--- src/rtl/pipelined_bus_mux_pkg.sv ---
// Shared definitions for the pipelined bus multiplexer: FSM encoding,
// transfer-counter width and index-width helper.
package pipelined_bus_mux_pkg;

   localparam int XFER_CNT_W = 16;

   typedef enum logic [1:0] {
      ST_IDLE  = 2'b00,
      ST_DRIVE = 2'b01,
      ST_FAULT = 2'b10
   } busState_e;

   // Index width for a source count, never below one bit.
   function automatic int idxWidth(input int n);
      return (n > 1) ? $clog2(n) : 1;
   endfunction

endpackage

--- src/rtl/pipelined_bus_mux_if.sv ---
// Source/bus bundle of the pipelined bus multiplexer; master drives sources,
// slave is the multiplexer.
interface pipelined_bus_mux_if
   import pipelined_bus_mux_pkg::*;
#(
   parameter int WIDTH   = 32,
   parameter int NUM_SRC = 24
);
   localparam int IDX_W = idxWidth(NUM_SRC);

   logic [NUM_SRC*WIDTH-1:0] src_data;
   logic [NUM_SRC-1:0]       src_en;
   logic                     err_clr;
   logic [WIDTH-1:0]         bus_out;
   logic                     bus_valid;
   logic [IDX_W-1:0]         sel_idx;
   logic                     conflict;
   logic                     fault;
   logic [XFER_CNT_W-1:0]    xfer_count;

   modport master (
      output src_data, src_en, err_clr,
      input  bus_out, bus_valid, sel_idx, conflict, fault, xfer_count
   );

   modport slave (
      input  src_data, src_en, err_clr,
      output bus_out, bus_valid, sel_idx, conflict, fault, xfer_count
   );

endinterface

--- src/rtl/pipelined_bus_mux_prio.sv ---
// Lowest-index priority encoder with any-set and multi-hot detection.
module onehot_prio_encoder
   import pipelined_bus_mux_pkg::*;
#(
   parameter int  NUM_SRC = 24,
   localparam int IDX_W   = idxWidth(NUM_SRC)
) (
   input  logic [NUM_SRC-1:0] en,
   output logic [IDX_W-1:0]   idx,
   output logic               any,
   output logic               multi
);

   // Scan from the top so the lowest set bit is the last one written.
   always_comb begin
      idx = '0;
      for (int i = NUM_SRC - 1; i >= 0; i--) begin
         idx = en[i] ? IDX_W'(i) : idx;
      end
   end

   // Clearing the lowest set bit leaves something only when two or more were set.
   always_comb begin
      any   = |en;
      multi = |(en & (en - NUM_SRC'(1)));
   end

endmodule

--- src/rtl/pipelined_bus_mux.sv ---
// One-cycle-latency bus multiplexer: priority-selects one of NUM_SRC sources,
// tracks enable conflicts in a small FSM and counts completed transfers.
module pipelined_bus_mux
   import pipelined_bus_mux_pkg::*;
#(
   parameter int WIDTH         = 32,
   parameter int NUM_SRC       = 24,
   parameter bit HOLD_ON_IDLE  = 1'b1,
   parameter bit CONFLICT_MODE = 1'b1
) (
   input logic                clock,
   input logic                clear,
   pipelined_bus_mux_if.slave bus
);
   localparam int IDX_W = idxWidth(NUM_SRC);

   busState_e             stateR;
   busState_e             nextStateS;
   logic [WIDTH-1:0]      busOutR;
   logic                  busValidR;
   logic [IDX_W-1:0]      selIdxR;
   logic                  conflictR;
   logic                  faultR;
   logic [XFER_CNT_W-1:0] xferCountR;

   logic [IDX_W-1:0]      prioIdxS;
   logic                  prioAnyS;
   logic                  prioMultiS;
   logic [WIDTH-1:0]      srcWordS;
   logic                  launchS;

   onehot_prio_encoder #(.NUM_SRC(NUM_SRC)) uPrio (
      .en    (bus.src_en),
      .idx   (prioIdxS),
      .any   (prioAnyS),
      .multi (prioMultiS)
   );

   assign srcWordS = bus.src_data[int'(prioIdxS) * WIDTH +: WIDTH];

   // Next-state decode; FAULT ignores enables except that a fresh multi-enable blocks the exit.
   always_comb begin
      nextStateS = stateR;
      case (stateR)
         ST_IDLE, ST_DRIVE: begin
            if (prioMultiS) begin
               nextStateS = CONFLICT_MODE ? ST_FAULT : ST_DRIVE;
            end else if (prioAnyS) begin
               nextStateS = ST_DRIVE;
            end else begin
               nextStateS = ST_IDLE;
            end
         end
         ST_FAULT: begin
            if (bus.err_clr && !prioMultiS) begin
               nextStateS = ST_IDLE;
            end else begin
               nextStateS = ST_FAULT;
            end
         end
         default: nextStateS = ST_IDLE;
      endcase
   end

   assign launchS = (nextStateS == ST_DRIVE);

   // FSM state, registered bus outputs and saturating transfer counter.
   always_ff @(posedge clock or posedge clear) begin
      if (clear) begin
         stateR     <= ST_IDLE;
         busOutR    <= '0;
         busValidR  <= 1'b0;
         selIdxR    <= '0;
         conflictR  <= 1'b0;
         faultR     <= 1'b0;
         xferCountR <= '0;
      end else begin
         stateR    <= nextStateS;
         faultR    <= (nextStateS == ST_FAULT);
         conflictR <= prioMultiS;
         busValidR <= launchS;
         if (launchS) begin
            busOutR <= srcWordS;
            selIdxR <= prioIdxS;
         end else if ((nextStateS == ST_IDLE) && (HOLD_ON_IDLE == 1'b0)) begin
            busOutR <= '0;
         end
         if (launchS && (xferCountR != {XFER_CNT_W{1'b1}})) begin
            xferCountR <= xferCountR + XFER_CNT_W'(1);
         end
      end
   end

   assign bus.bus_out    = busOutR;
   assign bus.bus_valid  = busValidR;
   assign bus.sel_idx    = selIdxR;
   assign bus.conflict   = conflictR;
   assign bus.fault      = faultR;
   assign bus.xfer_count = xferCountR;

endmodule

--- src/flat_wrapper.sv ---
// flat-port wrapper written by rule: the top's interface ports become plain ports
module pipelined_bus_mux_flat import pipelined_bus_mux_pkg::*;
#(
   parameter int WIDTH         = 32,
   parameter int NUM_SRC       = 24,
   parameter bit HOLD_ON_IDLE  = 1'b1,
   parameter bit CONFLICT_MODE = 1'b1
)
  (clock, clear, bus_src_data, bus_src_en, bus_err_clr, bus_bus_out, bus_bus_valid, bus_sel_idx, bus_conflict, bus_fault, bus_xfer_count);
  pipelined_bus_mux_if #(.WIDTH(WIDTH), .NUM_SRC(NUM_SRC)) bus_i ();
  input logic clock;
  input logic clear;
  input wire logic [$bits(bus_i.src_data)-1:0] bus_src_data;
  input wire logic [$bits(bus_i.src_en)-1:0] bus_src_en;
  input wire logic [$bits(bus_i.err_clr)-1:0] bus_err_clr;
  output wire logic [$bits(bus_i.bus_out)-1:0] bus_bus_out;
  output wire logic [$bits(bus_i.bus_valid)-1:0] bus_bus_valid;
  output wire logic [$bits(bus_i.sel_idx)-1:0] bus_sel_idx;
  output wire logic [$bits(bus_i.conflict)-1:0] bus_conflict;
  output wire logic [$bits(bus_i.fault)-1:0] bus_fault;
  output wire logic [$bits(bus_i.xfer_count)-1:0] bus_xfer_count;
  assign bus_i.src_data = bus_src_data;
  assign bus_i.src_en = bus_src_en;
  assign bus_i.err_clr = bus_err_clr;
  assign bus_bus_out = bus_i.bus_out;
  assign bus_bus_valid = bus_i.bus_valid;
  assign bus_sel_idx = bus_i.sel_idx;
  assign bus_conflict = bus_i.conflict;
  assign bus_fault = bus_i.fault;
  assign bus_xfer_count = bus_i.xfer_count;
  pipelined_bus_mux #(.WIDTH(WIDTH), .NUM_SRC(NUM_SRC), .HOLD_ON_IDLE(HOLD_ON_IDLE), .CONFLICT_MODE(CONFLICT_MODE)) u_core (.clock(clock), .clear(clear), .bus(bus_i));
endmodule
--- config.mk ---
export PLATFORM = sky130hd
export DESIGN_NAME = pipelined_bus_mux_flat
export DESIGN_NICKNAME = d
export VERILOG_FILES = /design/src/rtl/pipelined_bus_mux_pkg.sv /design/src/rtl/pipelined_bus_mux_if.sv /design/src/rtl/pipelined_bus_mux_prio.sv /design/src/rtl/pipelined_bus_mux.sv /design/src/flat_wrapper.sv
export SDC_FILE = /design/constraint.sdc
export NUM_CORES = 1
export LEC_CHECK = 0
export ABC_AREA = 0
export CORE_AREA = 2 2 335 337
export CTS_BUF_LIST = sky130_fd_sc_hd__clkbuf_4
export CTS_CLUSTER_DIAMETER = 150
export CTS_CLUSTER_SIZE = 8
export DETAILED_ROUTE_END_ITERATION = 7
export DIE_AREA = 0 0 337 339
export PLACE_DENSITY = 0.41
export SLEW_MARGIN = 30
export SYNTH_ARGS = -nofsm -noshare
export SYNTH_HDL_FRONTEND = slang
export SYNTH_SLANG_ARGS = --single-unit
--- constraint.sdc ---
create_clock -name clock -period 2.9 [get_ports clock]
set_input_delay 0.435 -clock clock [delete_from_list [all_inputs] [get_ports clock]]
set_output_delay 0.435 -clock clock [all_outputs]
set_load 0.03 [all_outputs]
==> impl_metrics.ini, run 1 <==
[logic_synthesis]
synth_top_area_share_pct = 16.5
synth_top_family_by_area = compound AO/OA/AOI/OAI gates
synthXorXnorAreaFrac_pct = 1.32
synthFlopType = dfrtp_1
yosysSeqAreaShare_pct = 15.6
synthMuxAreaShare_pct = 0.457
syn_avg_cell_area_um2 = 6.19
yosys_warnings = 0
synth_cells = 1504
syn_nets = 2300
yosys-top-cells-area = a21oi_1, dfrtp_1, nand2_1, a22oi_1, clkbuf_1
synth_compound_area_share_pct = 48.9
synth-async-reset-ratio_pct = 100
ys_seq_elements = 58
yosys.area.top_type = a21oi_1
synth_cell_type_count = 69
synthAdderAreaFrac_pct = 0.134
synth_edf_count = 0
syn_area_um2 = 9300
yosys.area_share.simple_pct = 26.8

[placement]
portBuffers = 850
gp_congestion = 0.890
dp_hpwl_um = 90400
place_area_um2 = 22100

[critical_path]
arrival_ns = 3.33
max_stage_delay_ns = 0.54
endpoint_kind = register
critPathKind = in2reg
required_ns = 3.41
worstPathCellList = clkdlybuf4s50_1 -> buf_4 -> nor3_2 -> buf_4 -> and3_1 -> o21ai_4 -> buf_4 -> buf_12 -> buf_4 -> a21oi_1 -> a22oi_1 -> a32oi_1 -> o311ai_1
cp_max_fo = 35
cp_top_family = buffers and inverters
crit_path_start_kind = primary input
path_buf_inv = 6
cp_common_cell = buf_4
slowest_stage = clkdlybuf4s50_1

[drt]
wl_per_cell_um = 26.0
num_vias = 16500
drtIter0Drc = 1058
vias_per_cell = 4.06
route.detailed.drc = 0
first_pass_iters = 5
routed_wl_um = 106000
postRouteAntennaNets = 0

[floorplan]
fp.dieW_um = 337
rows = 122
initial_core_util_pct = 8.43
die_y_um = 339
fp.coreArea_um2 = 110000
die_area_um2 = 114000
ios = 851

[grt]
grt_overflow_total = 0
first_global_vias = 17000
antenna_found_initial = 42
grt_pass1_wl_um = 138000
grt_max_degree = 41
grtUsageTotal_pct = 17.5

[job]
maxCapViolations = 0

[cts]
clkTransAtPathRegs_ns = 0.16
cts_max_level = 3
clk_latency_ns = 0.58
clock_sinks = 58
cts_tree = built
cts-buffers-inserted = 9
clk_path_buf_depth = 2
clockRootBuffer = clkbuf_4
cts_hold_buf = 0

[run_status]
outcome = complete, no violations

[timing]
relSlewSlack_pct = 55.1
finalCriticalPeriod_ns = 2.82
hold_viol = 0
period_share_pct = 97.1
fmax_ghz = 0.355
rsz0062_at_grt = false
finClkSkew_ns = 0.0241
tightest_slew_ns = 0.672
finalSetupViolCount = 0
report.final.slew_viol_count = 0

[finish]
multi_input_area_um2 = 7750
ff_latch_area_um2 = 1450
fillers = 12500
nNetsFinal = 3353
drive_above_1_share_pct = 18.0
finish.utilization_pct = 20.9
fin_area_um2 = 23000
areaGrowthSynthToFinish_pct = 148

[power]
finalPower_mw = 4.59
ir_worst_vdd_mv = 0.150
power_density_nw_per_um2 = 199
leakagePower_nw = 8.92

[min_path]
hold_path_class = in2async
final timing paths:
| check | from | endpoint | slack (ns) | depth (start not counted) |
|---|---|---|---|---|
| worst max register to register | u_core.bus.xfer_count[5] | u_core.bus.xfer_count[13] | 0.75 | 8 |
| worst min register to register | u_core.stateR[0] | u_core.stateR[1] | 0.48 | 1 |
| max in group asynchronous | clear | u_core.bus.bus_out[16] | 2.07 | 3 |
| worst max-delay path | bus_src_en[11] | u_core.bus.bus_out[13] | 0.08 | 13 |
| min in group clock | u_core.stateR[0] | u_core.stateR[1] | 0.48 | 1 |
| worst min-delay path | clear | u_core.bus.sel_idx[0] | 0.19 | 2 |
report_power, final:
group,internal (mW),switching (mW)
sequential,0.809,0.000000171
clock,0.264,0.501
combinational,1.68,1.34
state kept, by name, summed over array words and instances (netlist names):
name                   flops
u_core.bus.sel_idx         5
u_core.bus.bus_out        32
u_core.bus.fault           1
u_core.stateR              2
u_core.bus.xfer_count     16
u_core.bus.conflict        1
u_core.bus.bus_valid       1
stage by stage:
stage               setup WS [ns]  std cells  TNS (ns)  hold WS, ns
floorplan                 0.00253       1504         0        0.424
detailed placement          -1.27       4001    -46.73        0.451
global placement            -1.25       4001    -47.87        0.449
global route              0.00177       4058         0        0.146
finish                     0.0832       4062         0        0.188
CTS                      0.000909       4036         0        0.104
metal layers:
layer	track usage [%]	wire [µm]	up-vias	part of all wire, %
li1	-	-	7795	-
met1	21.1	44200	7892	42
met2	30.7	52000	683	49
met3	4.34	7340	114	6.9
met4	4.19	2160	16	2.0
met5	0	96	-	0.091
cell usage in the layout, fill, tap and decap left out, types with 21 or more instances in the layout:
| master | netlist | routed |
|---|---|---|
| a22oi_1 | 121 | 110 |
| a221oi_1 | 26 | 21 |
| o211ai_1 | 43 | 43 |
| nand3_1 | 69 | 63 |
| a21oi_1 | 307 | 302 |
| buf_12 | 0 | 47 |
| a32oi_1 | 37 | 25 |
| dfrtp_1 | 58 | 58 |
| buf_4 | 0 | 287 |
| nand2_1 | 371 | 365 |
| o21ai_0 | 67 | 61 |
| clkdlybuf4s50_1 | 0 | 829 |
layout make-up:
cell class              instances  area share [%]
inverters                       8           0.136
repair buffers               1196            51.1
clock buffers                   9           0.293
clock inverters                 7           0.337
multi-input cells            1284            33.6
flip-flops and latches         58            6.30
well taps                    1488            8.08
diodes                         12           0.130
synthesized netlist by cell type, types with 23 or more instances:
cell type  number
o211ai_1       43
dfrtp_1        58
nand3_1        69
a21oi_1       307
clkbuf_1      129
a32oi_1        37
a22oi_1       121
nor2_1         24
a221oi_1       26
nor3_1         23
o21ai_0        67
nand2_1       371
repair_timing:
action	4_1_cts	5_1_grt
setup endpoints to repair	46	38
resized for setup	89	37
setup buffers	17	12
pin swaps	14	13
gates cloned	2	3
cell families after synthesis:
group	after synthesis
compound gates	708
simple gates	557
buf+inv	162
flops	58
xor+xnor	14
mux	4
fa+ha+maj	1
(Power assumes the default switching activity.)
==> run 2: changes to the inputs <==
--- a/config.mk
+++ b/config.mk
@@ -12,7 +12,6 @@
 export CTS_CLUSTER_SIZE = 8
 export DETAILED_ROUTE_END_ITERATION = 7
 export DIE_AREA = 0 0 337 339
-export PLACE_DENSITY = 0.41
 export SLEW_MARGIN = 30
 export SYNTH_ARGS = -nofsm -noshare
 export SYNTH_HDL_FRONTEND = slang
==> impl_metrics.ini, run 2 (synthesis results as in run 1) <==
[critical_path]
path_depth = 13
worstPathCellList = dlygate4sd2_1 -> buf_4 -> nor3_1 -> o21ai_0 -> and3_1 -> o21ai_4 -> buf_12 -> buf_6 -> buf_12 -> nand2_1 -> buf_6 -> o211ai_1 -> o311ai_1
cp_top_family = buffers and inverters
r2r_start = u_core.bus.xfer_count[5]
endpoint_kind = register
critPathKind = in2reg
endpoint = u_core.bus.bus_out[10]
arrival_ns = 3.47
crit_path_start_kind = primary input
rrSetupSlack_ns = 0.82
slowest_stage = o211ai_1
cp_max_fo = 24
ff2ff_path_depth = 8
reg2reg_to = u_core.bus.xfer_count[0]
required_ns = 3.33
max_stage_delay_ns = 0.53
crit_path_start = bus_src_en[18]
path_buf_inv = 6

[timing]
finalCriticalPeriod_ns = 3.04
rsz0062_at_grt = true
report.final.slew_viol_count = 0
setup_slack_ns = -0.140
finalSetupViolCount = 10
finClkSkew_ns = 0.0544
period_share_pct = 105
hold_viol = 0
tightest_slew_ns = 0.739
relSlewSlack_pct = 50.8
fmax_ghz = 0.329

[finish]
layout.cells.non_filler = 4105
nNetsFinal = 3381
drive_above_1_share_pct = 19.0
largest_reg_flops = 32
final_common_cell = clkdlybuf4s50_1
final_cell_mix = clkdlybuf4s50_1, nand2_1, a21oi_1
areaGrowthSynthToFinish_pct = 151
finish.utilization_pct = 21.2

[power]
power_density_nw_per_um2 = 202
leakagePower_nw = 9.09
ir_worst_vdd_mv = 0.210
finalPower_mw = 4.73

[drt]
first_pass_iters = 5
num_vias = 17300
wl_per_cell_um = 28.3
routed_wl_um = 116000
postRouteAntennaNets = 0
drtIter0Drc = 1103
vias_per_cell = 4.21
route.detailed.drc = 0

[cts]
clock_sinks = 58
clkTransAtPathRegs_ns = 0.18
clk_path_buf_depth = 2
cts-buffers-inserted = 9
clockRootBuffer = clkbuf_4
cts_max_level = 3
clk_latency_ns = 0.60
cts_hold_buf = 0
cts_tree = built

[placement]
portBuffers = 850
dp_hpwl_um = 100000
gp_congestion = 0.977
placed_cells = 4022

[floorplan]
fp.dieW_um = 337
die_area_um2 = 114000
ios = 851
initial_core_util_pct = 8.43
rows = 122
fp.coreArea_um2 = 110000
die_y_um = 339

[grt]
antenna_found_initial = 69
grtUsageTotal_pct = 19.3
first_global_vias = 17400
grt_pass1_wl_um = 149000
grt_overflow_total = 0
grt_max_degree = 82

[job]
maxCapViolations = 0

[run_status]
violations = setup timing
outcome = finished, violations left

[min_path]
hold_path_class = in2async
## run 2: changes by cell type in the layout (fill, tap and decap cells not counted), sizes merged
| cell | previous run | this run |
|---|---|---|
| dlygate4sd2 | 9 | 3 |
| bufinv | 1 | 2 |
| buf | 342 | 375 |
| clkdlybuf4s15 | 2 | 1 |
| clkinv | 2 | 5 |
| clkinvlp | 4 | 0 |
| bufbuf | 2 | 0 |
| inv | 8 | 7 |
| clkbuf | 17 | 21 |
| diode | 12 | 28 |
## run 2: how the worst min path moves through the flow
| stage | endpoint | slack [ns] | startpoint |
|---|---|---|---|
| finish | u_core.bus.bus_out[0] | 0.21 | clear |
| global route | u_core.bus.bus_out[0] | 0.19 | clear |
| CTS | u_core.bus.bus_out[0] | 0.17 | clear |
| detailed placement | u_core.stateR[1] | 0.44 | u_core.stateR[0] |
| global placement | u_core.stateR[1] | 0.45 | u_core.stateR[0] |
| floorplan | u_core.bus.fault | 0.42 | u_core.stateR[0] |
## run 2: report_power, final
part | total, mW | switching [mW] | internal, mW
clock | 0.802 | 0.463 | 0.338
sequential | 0.809 | 0.000000209 | 0.809
combinational | 3.12 | 1.43 | 1.70
## run 2: area by class of cell
class	count	area, µm²
tap	1488	1860
antenna	28	70.1
clock inverter	6	82.6
clock buffer	9	67.6
fill	12400	87000
timing repair buffer	1224	12100
inverter	8	31.3
sequential	58	1450
multi-input combinational	1284	7750
## run 2: worst reg2reg max path, delay by kind of cell, from the launching register on
kind                      cells  cell delay [ns]
DFF                           1             0.44
and+or+nand+nor               5             1.15
buffers and inverters         2             0.29
xor gates and xnor gates      1             0.13
## run 2: metal layers
layer  vias up  wire length (µm)  global-route usage (%)
met5         -                74                       0
met4        12              3430                    6.39
met3       161              8110                    4.12
met2       960             54700                    32.4
met1      8276             49900                    24.3
li1       7867                 -                       -
## run 2: per-stage QoR
step / hold slack (ns) / area (µm²) / TNS, ns / setup slack (ns)
2_1_floorplan: 0.424 / 9330 / 0 / 0.00253
3_3_place_gp: 0.451 / 22300 / -53.42 / -1.38
4_1_cts: 0.169 / 23000 / 0 / 0.00395
3_5_place_dp: 0.442 / 22300 / -53.52 / -1.23
6_report: 0.215 / 23400 / -0.516 / -0.140
5_1_grt: 0.189 / 23400 / -1.40 / -0.121
## run 2: timing repair
action / in CTS / in global routing
endpoints found under the setup margin: 54 / 47
resized for setup: 93 / 88
cloned: 2 / 2
setup buffers: 25 / 16
pin swaps: 16 / 24
